**src/rtl/control_pipe.sv**
```systemverilog
// Registered instruction-control stage: decodes one opcode per accepted beat and
// sequences PUSH/POP over several output beats. Optional counters: CONTROL_PIPE_PERF_EN.
module control_pipe #(
    parameter int SHIFT_W     = 5,
    parameter int ALU_OP_W    = 4,
    parameter int STACK_BEATS = 2
) (
    input  logic                clk,
    input  logic                rstN,
    input  logic                inValid,
    output logic                inReady,
    input  logic [5:0]          opcode,
    input  logic [SHIFT_W-1:0]  shiftIn,
    input  logic                immSelect,
    input  logic                flush,
    output logic                outValid,
    input  logic                outReady,
    output logic [ALU_OP_W-1:0] aluOp,
    output logic [SHIFT_W-1:0]  shiftOut,
    output logic                load,
    output logic                store,
    output logic                push,
    output logic                pop,
    output logic                reti,
    output logic                shiftReg,
    output logic                branch,
    output logic                noFlush,
    output logic                addCalcSelectA,
    output logic [2:0]          branchMode,
    output logic [2:0]          stackBeat,
    output logic                illegal
`ifdef CONTROL_PIPE_PERF_EN
    ,
    output logic [15:0]         issuedCount,
    output logic [15:0]         stallCount
`endif
);

    localparam logic [2:0] LAST_BEAT = 3'(STACK_BEATS - 1);

    typedef enum logic [1:0] {EMPTY, HOLD, SEQ} state_t;

    typedef struct packed {
        logic [ALU_OP_W-1:0] alu_op;
        logic [SHIFT_W-1:0]  shift;
        logic                load;
        logic                store;
        logic                push;
        logic                pop;
        logic                reti;
        logic                shift_reg;
        logic                branch;
        logic                no_flush;
        logic                add_calc;
        logic [2:0]          branch_mode;
        logic                illegal;
    } ctl_t;

    ctl_t   dec_p0;
    ctl_t   ctl_p1;
    state_t state_p1, state_nxt;
    logic [2:0] beat_p1, beat_nxt;
    logic   vld_p1;
    logic   last_beat;
    logic   accept;
    logic   load_ctl;
    logic   clear_ctl;

    // Stage 0: combinational decode of the offered opcode
    always_comb begin
        dec_p0 = '0;
        case (opcode[5:4])
            2'b00: begin
                dec_p0.alu_op = ALU_OP_W'(opcode[3:0]);
                dec_p0.shift  = immSelect ? '0 : shiftIn;
            end
            2'b10: begin
                case (opcode[3:0])
                    4'b0000: dec_p0.load = 1'b1;
                    4'b0001: dec_p0.store = 1'b1;
                    4'b0100: begin
                        dec_p0.shift_reg = 1'b1;
                        dec_p0.shift     = {shiftIn[SHIFT_W-1], {(SHIFT_W-1){1'b0}}};
                    end
                    4'b0011: dec_p0.push = 1'b1;
                    4'b0010: begin
                        dec_p0.pop  = 1'b1;
                        dec_p0.load = 1'b1;
                    end
                    4'b0111: begin
                        dec_p0.reti        = 1'b1;
                        dec_p0.branch      = 1'b1;
                        dec_p0.branch_mode = opcode[2:0];
                    end
                    default: dec_p0.illegal = 1'b1;
                endcase
            end
            default: begin
                dec_p0.branch      = 1'b1;
                dec_p0.branch_mode = opcode[2:0];
                dec_p0.add_calc    = opcode[3];
                dec_p0.no_flush    = opcode[5];
            end
        endcase
    end

    assign vld_p1    = (state_p1 != EMPTY);
    assign last_beat = (state_p1 == HOLD) || (state_p1 == SEQ && beat_p1 == LAST_BEAT);
    assign inReady   = !vld_p1 || (outReady && last_beat);
    assign accept    = inValid && inReady;

    // A protected (noFlush) op in HOLD ignores flush and keeps normal handshaking
    always_comb begin
        state_nxt = state_p1;
        beat_nxt  = beat_p1;
        load_ctl  = 1'b0;
        clear_ctl = 1'b0;
        if (flush && !(state_p1 == HOLD && ctl_p1.no_flush)) begin
            state_nxt = EMPTY;
            beat_nxt  = '0;
            clear_ctl = 1'b1;
        end else if (!vld_p1 || (outReady && last_beat)) begin
            if (accept) begin
                state_nxt = (dec_p0.push || dec_p0.pop) ? SEQ : HOLD;
                beat_nxt  = '0;
                load_ctl  = 1'b1;
            end else begin
                state_nxt = EMPTY;
                beat_nxt  = '0;
                clear_ctl = 1'b1;
            end
        end else if (outReady) begin
            beat_nxt = beat_p1 + 3'd1;
        end
    end

    // Stage 1: registered controls
    always_ff @(posedge clk) begin
        if (!rstN) begin
            state_p1 <= EMPTY;
            beat_p1  <= '0;
            ctl_p1   <= '0;
        end else begin
            state_p1 <= state_nxt;
            beat_p1  <= beat_nxt;
            if (load_ctl)
                ctl_p1 <= dec_p0;
            else if (clear_ctl)
                ctl_p1 <= '0;
        end
    end

`ifdef CONTROL_PIPE_PERF_EN
    always_ff @(posedge clk) begin
        if (!rstN) begin
            issuedCount <= '0;
            stallCount  <= '0;
        end else begin
            if (vld_p1 && outReady)
                issuedCount <= issuedCount + 16'd1;
            if (vld_p1 && !outReady && stallCount != 16'hFFFF)
                stallCount <= stallCount + 16'd1;
        end
    end
`endif

    assign outValid       = vld_p1;
    assign aluOp          = ctl_p1.alu_op;
    assign shiftOut       = ctl_p1.shift;
    assign load           = ctl_p1.load;
    assign store          = ctl_p1.store;
    assign push           = ctl_p1.push;
    assign pop            = ctl_p1.pop;
    assign reti           = ctl_p1.reti;
    assign shiftReg       = ctl_p1.shift_reg;
    assign branch         = ctl_p1.branch;
    assign noFlush        = ctl_p1.no_flush;
    assign addCalcSelectA = ctl_p1.add_calc;
    assign branchMode     = ctl_p1.branch_mode;
    assign stackBeat      = beat_p1;
    assign illegal        = ctl_p1.illegal;

endmodule

```
**config.mk**
```make
export PLATFORM = sky130hd
export DESIGN_NAME = control_pipe
export DESIGN_NICKNAME = d
export VERILOG_FILES = /design/src/rtl/control_pipe.sv
export SDC_FILE = /design/constraint.sdc
export NUM_CORES = 1
export LEC_CHECK = 0
export BUFFER_PORTS_ARGS = -buffer_cell sky130_fd_sc_hd__buf_4
export CAP_MARGIN = 10
export CORE_UTILIZATION = 55
export CTS_BUF_LIST = sky130_fd_sc_hd__clkbuf_8
export DETAILED_ROUTE_END_ITERATION = 16
export PLACE_DENSITY = 0.95
export SYNTH_ARGS = -nofsm -noshare
export SYNTH_HDL_FRONTEND = slang
export SYNTH_SLANG_ARGS = --single-unit
```
**constraint.sdc**
```tcl
create_clock -name clk -period 3.3 [get_ports clk]
set_input_delay 0.165 -clock clk [delete_from_list [all_inputs] [get_ports clk]]
set_output_delay 0.165 -clock clk [all_outputs]
set_load 0.1 [all_outputs]
```
# Word level (Yosys, flattened, before mapping)
# Cells that the tools add are included.
# word_totals
regBits,27
in_bits,17
out_inout_bits,27
elab_cells,72
# op_classes
n_addsub,1
n_eq_ne,9
muxes,27
n_bitwise,1
reduce_logical,19
# op_table
op,count
2-to-1 mux 22 bit,2
2-to-1 mux 1 bit,14
2-to-1 mux 5 bit,2
one-hot mux 5 bit (2 select lines),1
== test 4 x 2 -> 1 bit (second input constant),2
== test 4 x 3 -> 1 bit (second input constant),2
2-to-1 mux 2 bit,3
2-to-1 mux 6 bit,1
one-hot mux 3 bit (2 select lines),1
OR reduction 2 bit,3
OR reduction 6 bit,1
logical AND 1 bit,5
== test 2 bit (second input constant),2
== test 4 x 1 -> 1 bit (second input constant),1
logical NOT 4 bit,1
2-to-1 mux 4 bit,1
nonzero test 2 bit,2
adder 3 x 1 -> 3 bit (second input constant),1
== test 3 x 1 -> 1 bit (second input constant),1
logical OR 1 bit,3
2-to-1 mux 3 bit,1
OR reduction 3 bit,1
== test 2 x 1 -> 1 bit (second input constant),1
logical NOT 1 bit,2
3 further kinds,3

# Longest topological paths before layout
# Gate-level depths: netlist of run 1.
# logic_depth
ltp_word,11
ltp_mapped,9
mapped_depth_nobuf,7

# Worst setup path before layout of run 1
# OpenSTA, ideal clock, no wires.
# synth_timing
path_type,flip-flop to flip-flop
startpoint,"register beat_p1[0], in the netlist stackBeat[0]"
endpoint,"register ctl_p1, in the netlist branchMode[2]"
setup_time_ns,0.071
t_arrival_ns,2.521
required_ns,3.229
setup_slack_ns,0.708
stages_incl_launch_ff,9
path_buffers,2
synth_period_minus_slack_ns,2.592
path_cell_list,dfxtp_1 > ha_1 > nand4bb_1 > and3_1 > buf_2 > inv_2 > buf_2 > o2111ai_1 > a21oi_1
# synth_between
elab_chain_len,10
elab_cells_between_ends,14
cone_classes,eq/ne (1); mux (7); reduce/logical (6)
# synth_rtl
item,line_no,text
"start, declared",62,"logic [2:0] beat_p1, beat_nxt;"
"start signal, assigned",145,beat_p1 <= beat_nxt;
== test 3 x 1 -> 1 bit (*),108,assign last_beat = (state_p1 == HOLD) || (state_p1 == SEQ && beat_p1 == LAST_BEAT);
logical AND 1 bit (*),108,
logical OR 1 bit (*),108,
logical AND 1 bit (*),109,assign inReady = !vld_p1 || (outReady && last_beat);
logical OR 1 bit (*),109,
via inReady,11,"output logic inReady,"
logical AND 1 bit,110,assign accept = inValid && inReady;
2-to-1 mux 1 bit,123,if (accept) begin
2-to-1 mux 1 bit,122,end else if (!vld_p1 || (outReady && last_beat)) begin
2-to-1 mux 1 bit,118,if (flush && !(state_p1 == HOLD && ctl_p1.no_flush)) begin
2-to-1 mux 22 bit or nonzero test 2 bit (tied branches),-,
"end signal, assigned",147,ctl_p1 <= dec_p0;
"end, declared",60,ctl_t ctl_p1;
# The timed path passes the listed nets; every way through them passes the cells marked *.
# A chain may end at the register's enable or synchronous reset.

# Worst setup path after layout of run 1
# layout_timing
startpoint,"register beat_p1[0], in the netlist stackBeat[0]"
endpoint,output inReady
# layout_between
elab_chain_len,5
# layout_rtl
item,line_no
== test 3 x 1 -> 1 bit,108
logical AND 1 bit,108
logical OR 1 bit,108
logical AND 1 bit,109
logical OR 1 bit,109
"end, declared",11
# Every way passes these cells.

==> flow_metrics.env, run 1 <==
export IMPL_worst_path_buf_inv=2
export IMPL_synth_area_leaders="dfxtp_1 (44%), a21oi_1 (7.7%), nand2_1 (7.0%)"
export IMPL_multi_input_area_um2=609
export IMPL_ys_types=40
export IMPL_clockBufferDepth=2
export IMPL_setup_tns_ns=0
export IMPL_cts_resized=0
export IMPL_area_growth_pct=28.5
export IMPL_seqCellArea_um2=541
export IMPL_crit_chain="ha_1 -> nand4bb_1 -> and3_1 -> inv_2 -> buf_4"
export IMPL_critical_path_max_stage_delay_ns=0.42
export IMPL_path_delay_family="buffers and inverters"
export IMPL_drt_iter0_markers=57
export IMPL_wl_per_cell_um=15.1
export IMPL_cts_root_buf="clkbuf_8"
export IMPL_clock_sinks=27
export IMPL_max_cap_viol_count=0
export IMPL_grt_pass1_wl_um=5150
export IMPL_port_buffers=43
export IMPL_synth_top_area_share_pct=43.6
export IMPL_fillers=154
export IMPL_drive_gt1_share_pct=28.8
export IMPL_vias=1247
export IMPL_wirelength_um=3180
export IMPL_grt_pass1_vias=1106
export IMPL_finalNonFillerCells=211
export IMPL_diodes=0
export IMPL_place_hpwl_um=2200
export IMPL_dieArea_um2=2450
export IMPL_routabilityCongestion=0.885
export IMPL_synth_top_area_cell="dfxtp_1"
export IMPL_r2r_setup_slack_ns=1.36
export IMPL_die_w_um=49.5
export IMPL_synthMostInstantiatedCell="dfxtp_1"
export IMPL_die_y_um=49.5
export IMPL_hold_viol_final=0
export IMPL_final_max_slew_viol_count=0
export IMPL_slowest_stage="dfxtp_1"
export IMPL_rsz0062_at_grt="no"
export IMPL_crit_required_ns=3.13
export IMPL_firstDrtPassIters=5
export IMPL_crit_path_start_kind="register"
export IMPL_layout_min_cycle_time_ns=2.00
export IMPL_cts_tree="built"
export IMPL_ios=44
export IMPL_synthArstFlopShare_pct=0
export IMPL_cts_buffers=3
export IMPL_tightest_slew_ns=0.710
export IMPL_cts_setup_buffers=0
export IMPL_leakagePower_nw=0.623
export IMPL_rows=16
export IMPL_fmax_mhz=500
export IMPL_cts_hold_buf=0
export IMPL_clk_latency_ns=0.27
export IMPL_finalCritPeriodShare_pct=60.6
export IMPL_core_area_um2=2040
export IMPL_nets=204
export IMPL_synth_area_um2=1240
export IMPL_synth_warnings=0
export IMPL_crit_path_max_fanout=22
export IMPL_end_kind="primary output"
export IMPL_grt_ovfl_total=0
export IMPL_place_inst=207
export IMPL_ys_seq_area_share_pct=43.6
export IMPL_p_per_area_nw_per_um2=387
export IMPL_synth_area_per_cell_um2=8.32
export IMPL_ir_drop_v=0.000341
export IMPL_antenna_found_initial=0
export IMPL_initial_core_util_pct=60.7
export IMPL_crit_arrival_ns=1.83
export IMPL_synth_common_cells="dfxtp_1 (27), nand2_1 (23), a21oi_1 (19), clkbuf_1 (7), nand3_1 (7)"
export IMPL_worstSetupPathType="reg -> out"
export IMPL_drc=0
export IMPL_syn_nets=168
export IMPL_ctsHtreeMaxLevel=1
export IMPL_hp_class="in -> reg"
export IMPL_synth_ff_type="dfxtp_1"
export IMPL_routed_via_density=5.91
export IMPL_slew_headroom_pct=52.0
export IMPL_synth_cells=149
export IMPL_antenna_left=0
export IMPL_fin_skew_ns=0.00935
export IMPL_clk_pin_slew_ns=0.09
export IMPL_grtUsageTotal_pct=27.4
export IMPL_finalSetupViolCount=0
export IMPL_grt_start_max_net_pins=24
export IMPL_synth_edf_count=0
export IMPL_status="completed"
export IMPL_synth_seq_cells=27
stage by stage:
stage	hold WS (ns)	power, mW	cell area, µm²	utilization, %	setup slack [ns]
6_report	0.118	0.616	1590	78.0	1.30
5_1_grt	0.134	0.638	1590	78.0	1.20
4_1_cts	0.116	0.616	1590	78.0	1.30
3_5_place_dp	0.405	0.431	1540	75.6	1.55
3_3_place_gp	0.396	0.427	1540	75.6	1.70
2_1_floorplan	0.260	0.402	1240	-	0.708
cell families (layout without fill, tap and decap cells):
group / Yosys count / in the layout / synth area share (%)
buffers and inverters: 20 / 55 / 7.26
DFF: 27 / 27 / 43.6
and+or+nand+nor: 66 / 66 / 30.0
xor gates and xnor gates: 3 / 3 / 2.12
AOI/OAI and AO/OA: 30 / 30 / 14.2
adders and majority gates: 2 / 2 / 2.02
muxes: 1 / 1 / 0.807
power breakdown:
part,internal [mW],switching (mW)
registers,0.329,0.00210
clock network,0.0857,0.105
logic,0.0297,0.0642
total,0.444,0.171
final timing paths:
path / from / end / depth (start not counted)
worst max-delay path: stackBeat[0] / inReady / 5
worst min-delay path: outReady / stackBeat[1] / 2
worst max register to register: stackBeat[0] / illegal / 6
worst min register to register: shiftOut[2] / shiftOut[2] / 2
placed cells by master (no fill, tap or decap), types with 2 or more instances in the layout:
master     Yosys  routed
o2111ai_1      2       2
nand2b_1       3       3
dfxtp_1       27      27
a21oi_1       19      19
o22ai_1        2       2
or3_1          2       2
nor2_1         6       6
or2_1          2       2
clkbuf_8       0       3
xor2_1         2       2
nand2_1       23      23
nand3_1        7       7
nor4b_1        2       2
nor3_1         2       2
and4b_1        2       2
inv_1          5       5
nor3b_1        2       2
ha_1           2       2
buf_4          0      45
nand4_1        6       6
sequential cells by signal, summed over array words and instances, names as in the netlist, 2 cells and up:
signal and count:
shiftOut 5, aluOp 4, branchMode 3, stackBeat 3
state_p1 2
metal layers:
metal	global-route usage (%)	vias up	share of wire, %
li1	-	595	-
met1	35.0	557	40
met2	46.6	81	48
met3	3.09	14	8.0
met4	11.9	0	3.3
met5	0	-	0
final cells by class:
cell class	count	area share (%)
Multi-Input combinational cell	102	38.3
Sequential cell	27	33.9
Timing Repair Buffer	45	21.2
Clock buffer	3	2.59
Tap cell	27	2.12
Inverter	6	1.41
Clock inverter	1	0.471
Power figures use the tool's default switching activity.
==> inputs of run 2 (changes only) <==
--- a/config.mk
+++ b/config.mk
@@ -7,10 +7,10 @@
 export LEC_CHECK = 0
 export BUFFER_PORTS_ARGS = -buffer_cell sky130_fd_sc_hd__buf_4
 export CAP_MARGIN = 10
-export CORE_UTILIZATION = 55
+export CORE_UTILIZATION = 51
 export CTS_BUF_LIST = sky130_fd_sc_hd__clkbuf_8
 export DETAILED_ROUTE_END_ITERATION = 16
-export PLACE_DENSITY = 0.95
+export PLACE_DENSITY = 0.94
 export SYNTH_ARGS = -nofsm -noshare
 export SYNTH_HDL_FRONTEND = slang
 export SYNTH_SLANG_ARGS = --single-unit
==> constraint.sdc (replaced) <==
create_clock -name clk -period 1.9 [get_ports clk]
set_input_delay 0.095 -clock clk [delete_from_list [all_inputs] [get_ports clk]]
set_output_delay 0.095 -clock clk [all_outputs]
set_load 0.1 [all_outputs]
==> run 2 against run 1 <==
Against the previous run: power increased by 72%; hold slack worse by 0.071 ns; largest power group unchanged; sequential share of layout area decreased by 0.089 points; clock power grew 67%; first-iteration DRC count is 7.0% lower.
==> flow_metrics.env, run 2 (synthesized netlist as in run 1, its figures left out) <==
export IMPL_drive_gt1_share_pct=31.7
export IMPL_slew_headroom_pct=50.3
export IMPL_grt_pass1_vias=1255
export IMPL_die_y_um=51.3
export IMPL_finalCritPeriodShare_pct=94.1
export IMPL_ios=44
export IMPL_fin_skew_ns=0.00109
export IMPL_antenna_left=0
export IMPL_fmax_mhz=559
export IMPL_dieArea_um2=2630
export IMPL_grt_ovfl_total=0
export IMPL_crit_path_max_fanout=21
export IMPL_finalSetupViolCount=0
export IMPL_max_cap_viol_count=0
export IMPL_place_hpwl_um=2300
export IMPL_fin_area_um2=1630
export IMPL_crit_path_start_kind="register"
export IMPL_setup_tns_ns=0
export IMPL_drc=0
export IMPL_drt_iter0_markers=53
export IMPL_vias=1266
export IMPL_final_cell_mix="buf_4 (45), nand2_1 (23), dfxtp_1 (23), a21oi_1 (19), nand3_1 (7)"
export IMPL_worstSetupPathType="reg -> out"
export IMPL_worst_path_buf_inv=4
export IMPL_area_growth_pct=31.2
export IMPL_fin_hold_ws_ns=0.0465
export IMPL_core_area_um2=2250
export IMPL_crit_required_ns=1.80
export IMPL_nets=206
export IMPL_end_kind="primary output"
export IMPL_die_w_um=51.3
export IMPL_clk_pin_slew_ns=0.09
export IMPL_wirelength_um=3310
export IMPL_clockBufferDepth=2
export IMPL_routabilityCongestion=0.852
export IMPL_tightest_slew_ns=0.735
export IMPL_clock_sinks=27
export IMPL_layout_min_cycle_time_ns=1.79
export IMPL_crit_arrival_ns=1.69
export IMPL_routed_via_density=5.92
export IMPL_status="completed"
export IMPL_cts_buffers=3
export IMPL_cts_hold_buf=0
export IMPL_firstDrtPassIters=4
export IMPL_hp_class="in -> reg"
export IMPL_ir_drop_v=0.000584
export IMPL_layout_commonest_cell="buf_4"
export IMPL_power_mw=1.06
export IMPL_ctsHtreeMaxLevel=1
export IMPL_p_per_area_nw_per_um2=652
export IMPL_cts_tree="built"
export IMPL_critical_path_max_stage_delay_ns=0.37
export IMPL_cts_root_buf="clkbuf_8"
export IMPL_wl_per_cell_um=15.5
export IMPL_fillers=168
export IMPL_rsz0062_at_grt="no"
export IMPL_leakagePower_nw=0.645
export IMPL_place_area_um2=1570
export IMPL_grt_pass1_wl_um=5270
export IMPL_port_buffers=43
export IMPL_diodes=0
export IMPL_crit_chain="inv_1 -> ha_1 -> nand4bb_1 -> and3_1 -> inv_2 -> buf_6 -> buf_8"
export IMPL_clk_latency_ns=0.27
export IMPL_slowest_stage="dfxtp_4"
export IMPL_hold_viol_final=0
export IMPL_largest_reg_flops=5
export IMPL_final_max_slew_viol_count=0
export IMPL_path_delay_family="buffers and inverters"
export IMPL_initial_core_util_pct=55.0
export IMPL_grt_start_max_net_pins=22
export IMPL_rows=17
export IMPL_antenna_found_initial=0
export IMPL_grtUsageTotal_pct=26.8
run 2: changes by cell type in the layout (fill, tap and decap cells not counted):
cell and delta:
dfxtp_1 -4, dfxtp_2 +2, dfxtp_4 +2, buf_6 +1, buf_8 +1, clkinvlp_4 -1
inv_1 +1, or2_1 -1, or2_2 +1
run 2: metal layers:
layer	vias to the layer above	wire length, µm	track usage [%]
met5	-	0	0
met4	0	94	16.2
met3	11	209	4.17
met2	64	1670	46.3
met1	597	1330	30.8
li1	594	-	-
run 2: what timing repair did:
| action | in CTS | in global routing |
|---|---|---|
| gates cloned | 0 | 0 |
| buffers inserted | 0 | 0 |
| gates resized for setup | 1 | 2 |
| endpoints found under the setup margin | 1 | 1 |
| endpoints found under the hold margin | 0 | 0 |
run 2: layout make-up:
class	count	area (µm²)	share of cell area, %
inverters	6	22.5	1.38
flip-flops and latches	27	551	33.8
repair buffers	47	364	22.4
well taps	28	35.0	2.15
clock buffers	3	41.3	2.54
clock inverters	1	3.75	0.231
multi-input cells	102	609	37.5
run 2: worst paths after layout:
path	start	end	slack (ns)	cells after the start
worst min register to register	shiftOut[3]	shiftOut[3]	0.46	2
worst max register to register	stackBeat[1]	stackBeat[1]	0.22	7
worst min-delay path	outReady	stackBeat[1]	0.05	2
worst max-delay path	stackBeat[1]	inReady	0.11	7
run 2: report_power, final:
part           internal [mW]  switching (mW)
registers              0.569         0.00383
clock network          0.145           0.174
logic                 0.0552           0.114
run 2: through the flow:
step	instances	worst slack (ns)	utilization, %
floorplan	149	-0.0238	-
global placement	210	0.306	69.6
detailed placement	210	0.255	69.6
CTS	214	0.0437	71.8
global route	214	0.00455	72.1
finish	214	0.112	72.1
